===== config.mk =====
export PLATFORM = sky130hd
export DESIGN_NAME = ps2_mouse_rx
export DESIGN_NICKNAME = d
export VERILOG_FILES = /design/src/rtl/ps2_mouse_rx.sv
export SDC_FILE = /design/constraint.sdc
export NUM_CORES = 1
export LEC_CHECK = 0
export CAP_MARGIN = 20
export CORE_MARGIN = 2
export CORE_UTILIZATION = 55
export CTS_CLUSTER_SIZE = 10
export DETAILED_ROUTE_END_ITERATION = 10
export HOLD_SLACK_MARGIN = 0.08
export PLACE_DENSITY = 0.82
export SYNTH_ARGS = -nofsm -noshare
export SYNTH_HDL_FRONTEND = slang
export SYNTH_SLANG_ARGS = --single-unit

===== constraint.sdc =====
create_clock -name clk -period 2.41 [get_ports clk]
set_input_delay 0.3615 -clock clk [delete_from_list [all_inputs] [get_ports clk]]
set_output_delay 0.3615 -clock clk [all_outputs]
set_load 0.005 [all_outputs]

===== src/rtl/ps2_mouse_rx.sv =====
// PS/2 mouse receiver: synchronised/filtered pad sampling, 11-bit frame capture, 3-byte packet decode.
// Optional PS2_MOUSE_INIT_EN adds the host-side 0xF4 (enable reporting) handshake after reset.
module ps2_mouse_rx #(
    parameter int unsigned CLK_FREQ_HZ      = 36_000_000,
    parameter int unsigned FRAME_TIMEOUT_US = 200
) (
    input  logic       clk,
    input  logic       arst_n,
    input  logic       ps2_clk_i,
    input  logic       ps2_data_i,
    output logic       ps2_clk_oe,
    output logic       ps2_data_oe,
    output logic [7:0] mouse_x,
    output logic [7:0] mouse_y,
    output logic       is_mouse_x_neg,
    output logic       is_mouse_y_neg,
    output logic [2:0] mouse_btn,
    output logic       mouse_valid,
    output logic       frame_err
);

    localparam int unsigned CYC_PER_MS   = CLK_FREQ_HZ / 1000;
    localparam int unsigned FRAME_TO_CYC = CYC_PER_MS * FRAME_TIMEOUT_US / 1000;

    logic rx_en;
    logic in_stream;

    // Hysteresis vote: 3+ ones -> 1, 1- ones -> 0, a 2/2 split keeps the current value.
    function automatic logic vote(input logic [3:0] h, input logic cur);
        logic [2:0] ones;
        logic       res;
        ones = {2'b00, h[0]} + {2'b00, h[1]} + {2'b00, h[2]} + {2'b00, h[3]};
        if (ones >= 3'd3) begin
            res = 1'b1;
        end else if (ones <= 3'd1) begin
            res = 1'b0;
        end else begin
            res = cur;
        end
        return res;
    endfunction

    // |{sign, v}| saturated to 255; an overflow flag forces full scale.
    function automatic logic [7:0] delta_mag(input logic sign, input logic ovf,
                                             input logic [7:0] v);
        logic [8:0] neg;
        logic [7:0] res;
        neg = 9'h100 - {1'b0, v};
        if (ovf) begin
            res = 8'hFF;
        end else if (!sign) begin
            res = v;
        end else if (neg[8]) begin
            res = 8'hFF;
        end else begin
            res = neg[7:0];
        end
        return res;
    endfunction

    logic       clk_s1_q, clk_s2_q, dat_s1_q, dat_s2_q;
    logic [3:0] clk_hist_q, dat_hist_q;
    logic       clk_filt_q, dat_filt_q, clk_prev_q;
    logic       fall;

    always_ff @(posedge clk or negedge arst_n) begin
        if (!arst_n) begin
            clk_s1_q   <= 1'b1;
            clk_s2_q   <= 1'b1;
            dat_s1_q   <= 1'b1;
            dat_s2_q   <= 1'b1;
            clk_hist_q <= 4'hF;
            dat_hist_q <= 4'hF;
            clk_filt_q <= 1'b1;
            dat_filt_q <= 1'b1;
            clk_prev_q <= 1'b1;
        end else begin
            clk_s1_q   <= ps2_clk_i;
            clk_s2_q   <= clk_s1_q;
            dat_s1_q   <= ps2_data_i;
            dat_s2_q   <= dat_s1_q;
            clk_hist_q <= {clk_hist_q[2:0], clk_s2_q};
            dat_hist_q <= {dat_hist_q[2:0], dat_s2_q};
            clk_filt_q <= vote(clk_hist_q, clk_filt_q);
            dat_filt_q <= vote(dat_hist_q, dat_filt_q);
            clk_prev_q <= clk_filt_q;
        end
    end

    assign fall = clk_prev_q & ~clk_filt_q;

    logic [3:0]  bit_cnt_q;
    logic [7:0]  shift_q;
    logic        par_q;
    logic [31:0] gap_q;
    logic        byte_done_q, byte_ok_q;
    logic        frame_timeout;

    assign frame_timeout = rx_en & ~fall & (bit_cnt_q != 4'd0) & (gap_q >= FRAME_TO_CYC);

    always_ff @(posedge clk or negedge arst_n) begin
        if (!arst_n) begin
            bit_cnt_q   <= 4'd0;
            shift_q     <= 8'h00;
            par_q       <= 1'b0;
            gap_q       <= 32'd0;
            byte_done_q <= 1'b0;
            byte_ok_q   <= 1'b0;
        end else begin
            byte_done_q <= 1'b0;
            if (!rx_en) begin
                bit_cnt_q <= 4'd0;
                gap_q     <= 32'd0;
            end else if (fall) begin
                gap_q <= 32'd0;
                if (bit_cnt_q == 4'd0) begin
                    // A high start bit is noise; stay idle.
                    if (!dat_filt_q) bit_cnt_q <= 4'd1;
                end else if (bit_cnt_q <= 4'd8) begin
                    shift_q   <= {dat_filt_q, shift_q[7:1]};
                    bit_cnt_q <= bit_cnt_q + 4'd1;
                end else if (bit_cnt_q == 4'd9) begin
                    par_q     <= dat_filt_q;
                    bit_cnt_q <= 4'd10;
                end else begin
                    byte_done_q <= 1'b1;
                    byte_ok_q   <= (^{shift_q, par_q}) & dat_filt_q;
                    bit_cnt_q   <= 4'd0;
                end
            end else if (frame_timeout) begin
                bit_cnt_q <= 4'd0;
                gap_q     <= 32'd0;
            end else if (bit_cnt_q != 4'd0) begin
                gap_q <= gap_q + 32'd1;
            end
        end
    end

    logic [1:0] pkt_idx_q;
    logic [7:0] hdr_q, x_byte_q;

    always_ff @(posedge clk or negedge arst_n) begin
        if (!arst_n) begin
            pkt_idx_q      <= 2'd0;
            hdr_q          <= 8'h00;
            x_byte_q       <= 8'h00;
            mouse_x        <= 8'h00;
            mouse_y        <= 8'h00;
            is_mouse_x_neg <= 1'b0;
            is_mouse_y_neg <= 1'b0;
            mouse_btn      <= 3'b000;
            mouse_valid    <= 1'b0;
            frame_err      <= 1'b0;
        end else begin
            mouse_valid <= 1'b0;
            frame_err   <= 1'b0;
            if (frame_timeout) begin
                frame_err <= 1'b1;
                pkt_idx_q <= 2'd0;
            end else if (byte_done_q) begin
                if (!byte_ok_q) begin
                    frame_err <= 1'b1;
                    pkt_idx_q <= 2'd0;
                end else if (in_stream) begin
                    unique case (pkt_idx_q)
                        2'd0: begin
                            // Bit 3 is always set in a header; anything else is resync noise.
                            if (shift_q[3]) begin
                                hdr_q     <= shift_q;
                                pkt_idx_q <= 2'd1;
                            end
                        end
                        2'd1: begin
                            x_byte_q  <= shift_q;
                            pkt_idx_q <= 2'd2;
                        end
                        2'd2: begin
                            mouse_x        <= delta_mag(hdr_q[4], hdr_q[6], x_byte_q);
                            mouse_y        <= delta_mag(hdr_q[5], hdr_q[7], shift_q);
                            is_mouse_x_neg <= hdr_q[4];
                            is_mouse_y_neg <= hdr_q[5];
                            mouse_btn      <= hdr_q[2:0];
                            mouse_valid    <= 1'b1;
                            pkt_idx_q      <= 2'd0;
                        end
                        default: pkt_idx_q <= 2'd0;
                    endcase
                end
            end
        end
    end

`ifdef PS2_MOUSE_INIT_EN
    localparam int unsigned WAIT_CYC   = CYC_PER_MS * 500;
    localparam int unsigned INH_CYC    = CYC_PER_MS * 120 / 1000;
    localparam int unsigned DEV_TO_CYC = CYC_PER_MS * 20;
    localparam logic [8:0]  TX_FRAME   = {~^8'hF4, 8'hF4};

    typedef enum logic [2:0] {
        StInitWait, StInhibit, StReq, StTx, StAck, StResp, StStream
    } state_e;

    state_e      state_q, state_d;
    logic [31:0] timer_q, timer_d;
    logic [3:0]  tx_idx_q, tx_idx_d;
    logic        clk_oe_q, data_oe_q;

    always_ff @(posedge clk or negedge arst_n) begin
        if (!arst_n) begin
            state_q   <= StInitWait;
            timer_q   <= 32'd0;
            tx_idx_q  <= 4'd0;
            clk_oe_q  <= 1'b0;
            data_oe_q <= 1'b0;
        end else begin
            state_q   <= state_d;
            timer_q   <= timer_d;
            tx_idx_q  <= tx_idx_d;
            // Registered so the pads never see decode glitches.
            clk_oe_q  <= (state_q == StInhibit);
            data_oe_q <= (state_q == StReq) | ((state_q == StTx) & ~TX_FRAME[tx_idx_q]);
        end
    end

    always_comb begin
        state_d  = state_q;
        timer_d  = timer_q + 32'd1;
        tx_idx_d = tx_idx_q;
        unique case (state_q)
            StInitWait: if (timer_q >= WAIT_CYC - 1) state_d = StInhibit;
            StInhibit:  if (timer_q >= INH_CYC - 1) state_d = StReq;
            StReq: begin
                if (fall) begin
                    state_d  = StTx;
                    tx_idx_d = 4'd0;
                end
            end
            StTx: begin
                if (fall) begin
                    timer_d = 32'd0;
                    if (tx_idx_q == 4'd8) state_d = StAck;
                    else tx_idx_d = tx_idx_q + 4'd1;
                end
            end
            StAck: if (fall) state_d = dat_filt_q ? StInhibit : StResp;
            StResp: begin
                if (fall) timer_d = 32'd0;
                if (byte_done_q) begin
                    state_d = (byte_ok_q && shift_q == 8'hFA) ? StStream : StInhibit;
                end
            end
            StStream: timer_d = 32'd0;
            default:  state_d = StInitWait;
        endcase
        // A silent device during the handshake restarts it from the inhibit pulse.
        if ((state_q inside {StReq, StTx, StAck, StResp}) && timer_q >= DEV_TO_CYC) begin
            state_d = StInhibit;
        end
        if (state_d != state_q) timer_d = 32'd0;
    end

    assign rx_en       = (state_q == StResp) || (state_q == StStream);
    assign in_stream   = (state_q == StStream);
    assign ps2_clk_oe  = clk_oe_q;
    assign ps2_data_oe = data_oe_q;
`else
    assign rx_en       = 1'b1;
    assign in_stream   = 1'b1;
    assign ps2_clk_oe  = 1'b0;
    assign ps2_data_oe = 1'b0;
`endif

endmodule

==> flow_summary.json <==
{
  "status": "complete, no violations",
  "critPathMaxFanout": 8,
  "end_kind": "register",
  "portBuffers": 26,
  "die_x_um": 99.4,
  "die_area_um2": 9870,
  "antenna_found_initial": 0,
  "maxCapViolations": 0,
  "cp-startpoint": "bit_cnt_q[0]$_DFFE_PN0P_",
  "final_nets": 488,
  "ys.flop_type": "dfrtp_1",
  "intPower_mw": 2.90,
  "synth_cells": 431,
  "netlist_area_um2": 5000,
  "detail_route.wl_per_cell_um": 14.9,
  "p_sw_share_pct": 33.3,
  "cp-start-kind": "register",
  "cts_tree": "done",
  "ys_types": 51,
  "critical_path_required_ps": 2650,
  "p_leak_nw": 2.70,
  "cts_setup_buffers": 0,
  "worst_path_dominant_cell_family": "simple AND/OR/NAND/NOR gates",
  "path_clk_slew_ps": 100,
  "setup_viol": 0,
  "diodes": 0,
  "arrival_ps": 2390,
  "grt_pass1_wl_um": 14900,
  "p_switching_mw": 1.44,
  "fin_crit_sh_pct": 89.2,
  "viasPerCell": 5.60,
  "syn2layout_area_growth_pct": 11.7,
  "clk_latency_ps": 360,
  "antenna_left": 0,
  "pwr-share-seq_pct": 48.6,
  "min_path_type": "reg -> reg",
  "cts.htree.levels": 3,
  "drc": 0,
  "tns_ps": 0,
  "rows": 34,
  "finalMaxSlewViolations": 0,
  "power_frac_comb_pct": 25.5,
  "fin_crit_ps": 2150,
  "drt_iter0_drc": 95,
  "ys_ff_latch": 102,
  "start_util_pct": 57.1,
  "hold_viol": 0,
  "clock-root-buffer": "clkbuf_8",
  "cp_slowest_cell": "a21o_1",
  "avgSynthCellArea_um2": 11.6,
  "worstSetupPathType": "reg -> reg",
  "path_buf_inv": 1,
  "tightestPinTransition_ps": 630,
  "r2r_start": "bit_cnt_q[0]$_DFFE_PN0P_",
  "num_vias": 3233,
  "dr.pass1.iters": 4,
  "drive_gt1_share_pct": 19.0,
  "peakVddDrop_mv": 0.495,
  "grt_remaining_overflow": 0,
  "postSynth.asyncResetShare_pct": 100,
  "finalWirelength_um": 8610,
  "rsz0062_at_grt": "no",
  "first_global_vias": 3205,
  "synth-warning-count": 0,
  "synth_edf_count": 0,
  "cts.sinks": 102,
  "die_height_um": 99.4,
  "grt_max_degree": 47,
  "place_congestion": 0.821,
  "clkPwrFrac_pct": 25.9,
  "relSlewSlack_pct": 57.8,
  "cts_made_buffers": 9,
  "core_area_um2": 8760,
  "min-delay-start": "clk_s1_q$_DFF_PN1_",
  "dp_hpwl_um": 6170,
  "power_density_nw_per_um2": 777,
  "fmax_mhz": 465,
  "path_cells": "inv_1 > ha_1 > nor3b_2 > nor2_1 > a21o_1 > mux2_4",
  "critPathMaxStageDelay_ps": 460,
  "clock_path_buffers": 2,
  "io-pin-count": 29,
  "fin_skew_ps": 15.1,
  "ys_seq_area_share_pct": 51.4,
  "track_usage_pct": 18.6,
  "total_power_mw": 4.34
}
layer usage:
metal  part of all wire [%]  vias to the layer above  GRT usage, %
met5                      0                        -             0
met4                   0.59                        0          4.43
met3                    3.8                        6          4.99
met2                     52                       66          31.8
met1                     44                     1613          23.8
li1                       -                     1548             -
Yosys cell counts (11+ instances only):
library cell	n	area [µm²]
a31oi_1	11	68.8
inv_1	23	86.3
xor2_1	15	131
a21oi_1	14	70.1
nor2_1	36	135
dfstp_2	15	394
mux2_4	31	465
xnor2_1	18	158
o21ai_0	13	65.1
dfrtp_1	87	2180
ha_1	18	225
nand2_1	42	158
metrics by stage:
stage	setup slack (ps)	instance area [µm²]	hold slack [ps]	std cells	util, %
2_1_floorplan	318	5000	65.9	432	-
3_3_place_gp	315	5360	347	560	61.2
3_5_place_dp	290	5360	350	560	61.2
4_1_cts	258	5590	365	577	63.7
5_1_grt	95.8	5590	366	577	63.7
6_report	261	5590	362	577	63.7
cell usage in the layout, fill, tap and decap left out, drive strengths merged, types with 3 or more instances in the layout:
cell type / count
inv: 28
xnor2: 18
or4: 3
nor2b: 3
dfrtp: 87
nor3: 6
mux2: 36
nand2b: 3
ha: 18
dfstp: 15
and4: 3
nor4: 5
and3: 9
nand2: 42
buf: 12
a31oi: 11
xor2: 15
nand3: 10
clkdlybuf4s50: 25
o21ai: 14
or3b: 3
o21bai: 3
mux2i: 3
clkbuf: 11
a21oi: 15
a41oi: 5
nand4: 8
a21o: 4
nor2: 36
o31ai: 4
what timing repair did:
action,in CTS,in global routing
resized for setup,0,0
hold buffers,1,0
hold endpoints to repair,39,0
kinds of logic (layout without fill, tap and decap cells):
logic type	count (synthesis)	count (layout)	synth area share [%]
simple gates	134	134	13.3
flops	102	102	51.4
compound gates	62	62	8.51
buf+inv	40	77	4.63
mux	39	39	11.0
xor+xnor	33	33	5.78
fa+ha+maj	20	20	5.30
other cells	1	2	0.0750
cell type report:
| cell class | instances | area (µm²) |
|---|---|---|
| timing repair buffer | 38 | 375 |
| tap | 108 | 135 |
| inverter | 23 | 86.3 |
| sequential | 102 | 2570 |
| fill | 684 | 3180 |
| multi-input combinational | 290 | 2200 |
| clock inverter | 5 | 41.3 |
| clock buffer | 11 | 174 |
flip-flops by register name (all words and copies together), names as in the netlist, 4 cells and up:
register    count
bit_cnt_q       4
clk_hist_q      4
dat_hist_q      4
gap_q          32
hdr_q           7
mouse_x         8
mouse_y         8
shift_q         8
x_byte_q        8
power groups by stage:
stage	combinational, mW	clock [mW]	sequential [mW]
after floorplan	0.873	0	2.05
after global placement	1.05	0	2.13
after detailed placement	1.09	0	2.14
after CTS	1.11	1.16	2.11
after global routing	1.26	1.24	2.14
final	1.11	1.13	2.11
worst paths after layout:
kind                                                 to  slack [ps]  depth (start not counted)
worst max-delay path            x_byte_q[2]$_DFFE_PN0P_         260                          6
worst max register to register  x_byte_q[2]$_DFFE_PN0P_         260                          6
max in group asynchronous            dat_s2_q$_DFF_PN1_        1210                          3
worst min-delay path                 clk_s2_q$_DFF_PN1_         360                          0
min in group asynchronous        mouse_x[2]$_DFFE_PN0P_         500                          2
worst min register to register       clk_s2_q$_DFF_PN1_         360                          0
(Power assumes the default switching activity.)
==> variant, RTL diff (same flow settings) <==
Add a define of `PS2_MOUSE_INIT_EN`.
--- a/src/rtl/ps2_mouse_rx.sv
+++ b/src/rtl/ps2_mouse_rx.sv
@@ -1,5 +1,7 @@
 // PS/2 mouse receiver: synchronised/filtered pad sampling, 11-bit frame capture, 3-byte packet decode.
 // Optional PS2_MOUSE_INIT_EN adds the host-side 0xF4 (enable reporting) handshake after reset.
+`define PS2_MOUSE_INIT_EN
+
 module ps2_mouse_rx #(
     parameter int unsigned CLK_FREQ_HZ      = 36_000_000,
     parameter int unsigned FRAME_TIMEOUT_US = 200
Behaviour: no difference found for any inputs over 10 cycles, from zero or initial values and one cycle with arst_n low; that may be too few to reach the edited logic, so the function may still have changed.
==> variant against the unedited design <==
- routed wire length up 71%
- global-route usage up 4.1 points
- critical path depth up 1
- worst hold slack worse by 0.015 ns
- highest routed layer unchanged
- synthesized area up 43%
- first-iteration DRC count rose to 3.2 times the old value
- utilization up 3.7 points
- final area up 53%
- non-clock buffer count up 27
- critical path type unchanged
- critical endpoint is now timer_q[21]$_DFF_PN0_
- sequential share of layout area down 3.9 points
- worst setup slack worse by 0.19 ns
- sequential cell count up 41
- total power up 49%
- synthesized cell count up 59%
==> variant: results <==
[clock_tree]
clkLatencyLatePin_ns = 0.42
cts-root-buf = "clkbuf_16"
numCtsBuffers = 17
cts.htree.levels = 4
path_clk_slew_ns = 0.06

[layout]
n_fill_cell = 943
drive_above_1_share_pct = 18.7
nNetsFinal = 781

[placement]
post-dp-hpwl_mm = 10.2
preCtsSetupSlack_ns = 0.0945
io_buffers = 28
gp_congestion = 0.888

[worst_setup_path]
path_max_fanout = 13
slowest_delay_ns = 0.43
cp_top_family = "compound AO/OA/AOI/OAI gates"
slowest_stage = "a2111oi_0"
crit_arrival_ns = 2.63

[route]
drt_iter0_markers = 301
first_pass_iters = 5
drt-total-wl_mm = 14.7
wire_per_inst_um = 15.7
vias = 5396

[yosys]
synth_cell_types = 63
yosysWarnings = 0
ys_seq_area_share_pct = 50.2
synthCells = 685
synthTopCellsByArea = "dfrtp_1, dfstp_2, ha_1"
synth_common_cells = "dfrtp_1, nor2_1, nand2_1"

[power]
p_leak_nw = 3.69
swShare_pct = 26.7
peakVddDrop_mv = 0.604

[global_routing]
grt_pass1_wl_mm = 25.8
grt_pass1_vias = 5583
grt_usage_pct = 22.7

[run_status]
status = "finished, final reports clean"

[worst_hold_path]
hp-class = "input port to register"

[sta]
slew-limit-headroom_pct = 62.2
skew_ns = 0.00788
-- variant: path summary, 6_finish.rpt --
check | from | end | slack (ns) | cells after the start
max reg2reg | timer_q[23]$_DFF_PN0_ | timer_q[21]$_DFF_PN0_ | 0.07 | 7
max in group asynchronous | arst_n | dat_s1_q$_DFF_PN1_ | 1.28 | 3
min in group asynchronous | arst_n | timer_q[3]$_DFF_PN0_ | 0.44 | 2
min | ps2_clk_i | clk_s1_q$_DFF_PN1_ | 0.35 | 1
max | timer_q[23]$_DFF_PN0_ | timer_q[21]$_DFF_PN0_ | 0.07 | 7
min reg2reg | dat_s2_q$_DFF_PN1_ | dat_hist_q[0]$_DFF_PN1_ | 0.35 | 0
-- variant: cell type report --
type / count / area, um^2 / share of cell area, %
well taps: 172 / 215 / 2.52
clock inverters: 9 / 155 / 1.82
flip-flops and latches: 143 / 3600 / 42.1
multi-input cells: 487 / 3340 / 39.1
clock buffers: 23 / 488 / 5.71
repair buffers: 65 / 612 / 7.16
inverters: 37 / 139 / 1.63
-- variant: layer usage --
metal	up-vias	part of all wire (%)	GRT usage, %
met2	149	51	39.4
met3	38	4.2	5.09
met4	0	2.5	9.86
met5	-	0	0
met1	2659	42	26.9
li1	2550	-	-
-- variant: kinds of logic (layout without fill, tap and decap cells) --
family / count (synthesis) / after routing / synth area share, %
AO/OA/AOI/OAI: 108 / 108 / 9.96
XOR/XNOR: 50 / 50 / 6.12
adder cells (fa/ha/maj): 26 / 26 / 4.75
buffers and inverters: 61 / 134 / 3.88
flip-flops: 143 / 143 / 50.2
multiplexers: 28 / 28 / 4.37
other: 1 / 7 / 0.0524
AND/OR/NAND/NOR: 268 / 268 / 20.6
-- variant: power groups by stage --
stage	clock (mW)	sequential, mW	combinational, mW
6_report	2.81	2.64	1.04
5_1_grt	2.96	2.65	1.15
4_1_cts	2.85	2.63	1.04
3_5_place_dp	0	2.67	1.03
3_3_place_gp	0	2.66	0.978
2_1_floorplan	0	2.62	0.750
-- variant: per-stage QoR --
| step | TNS (ns) | area, um^2 | power, mW |
|---|---|---|---|
| 6_report | 0 | 8540 | 6.49 |
| 2_1_floorplan | 0 | 7180 | 3.37 |
| 3_3_place_gp | 0 | 7850 | 3.64 |
| 4_1_cts | 0 | 8510 | 6.53 |
| 3_5_place_dp | 0 | 7850 | 3.70 |
| 5_1_grt | -0.0288 | 8540 | 6.76 |
-- variant: repair_timing --
item,CTS,global route
buffers inserted,0,1
hold buffers,1,0
setup endpoints to repair,0,14
endpoints found under the hold margin,37,0
gates resized for setup,0,7
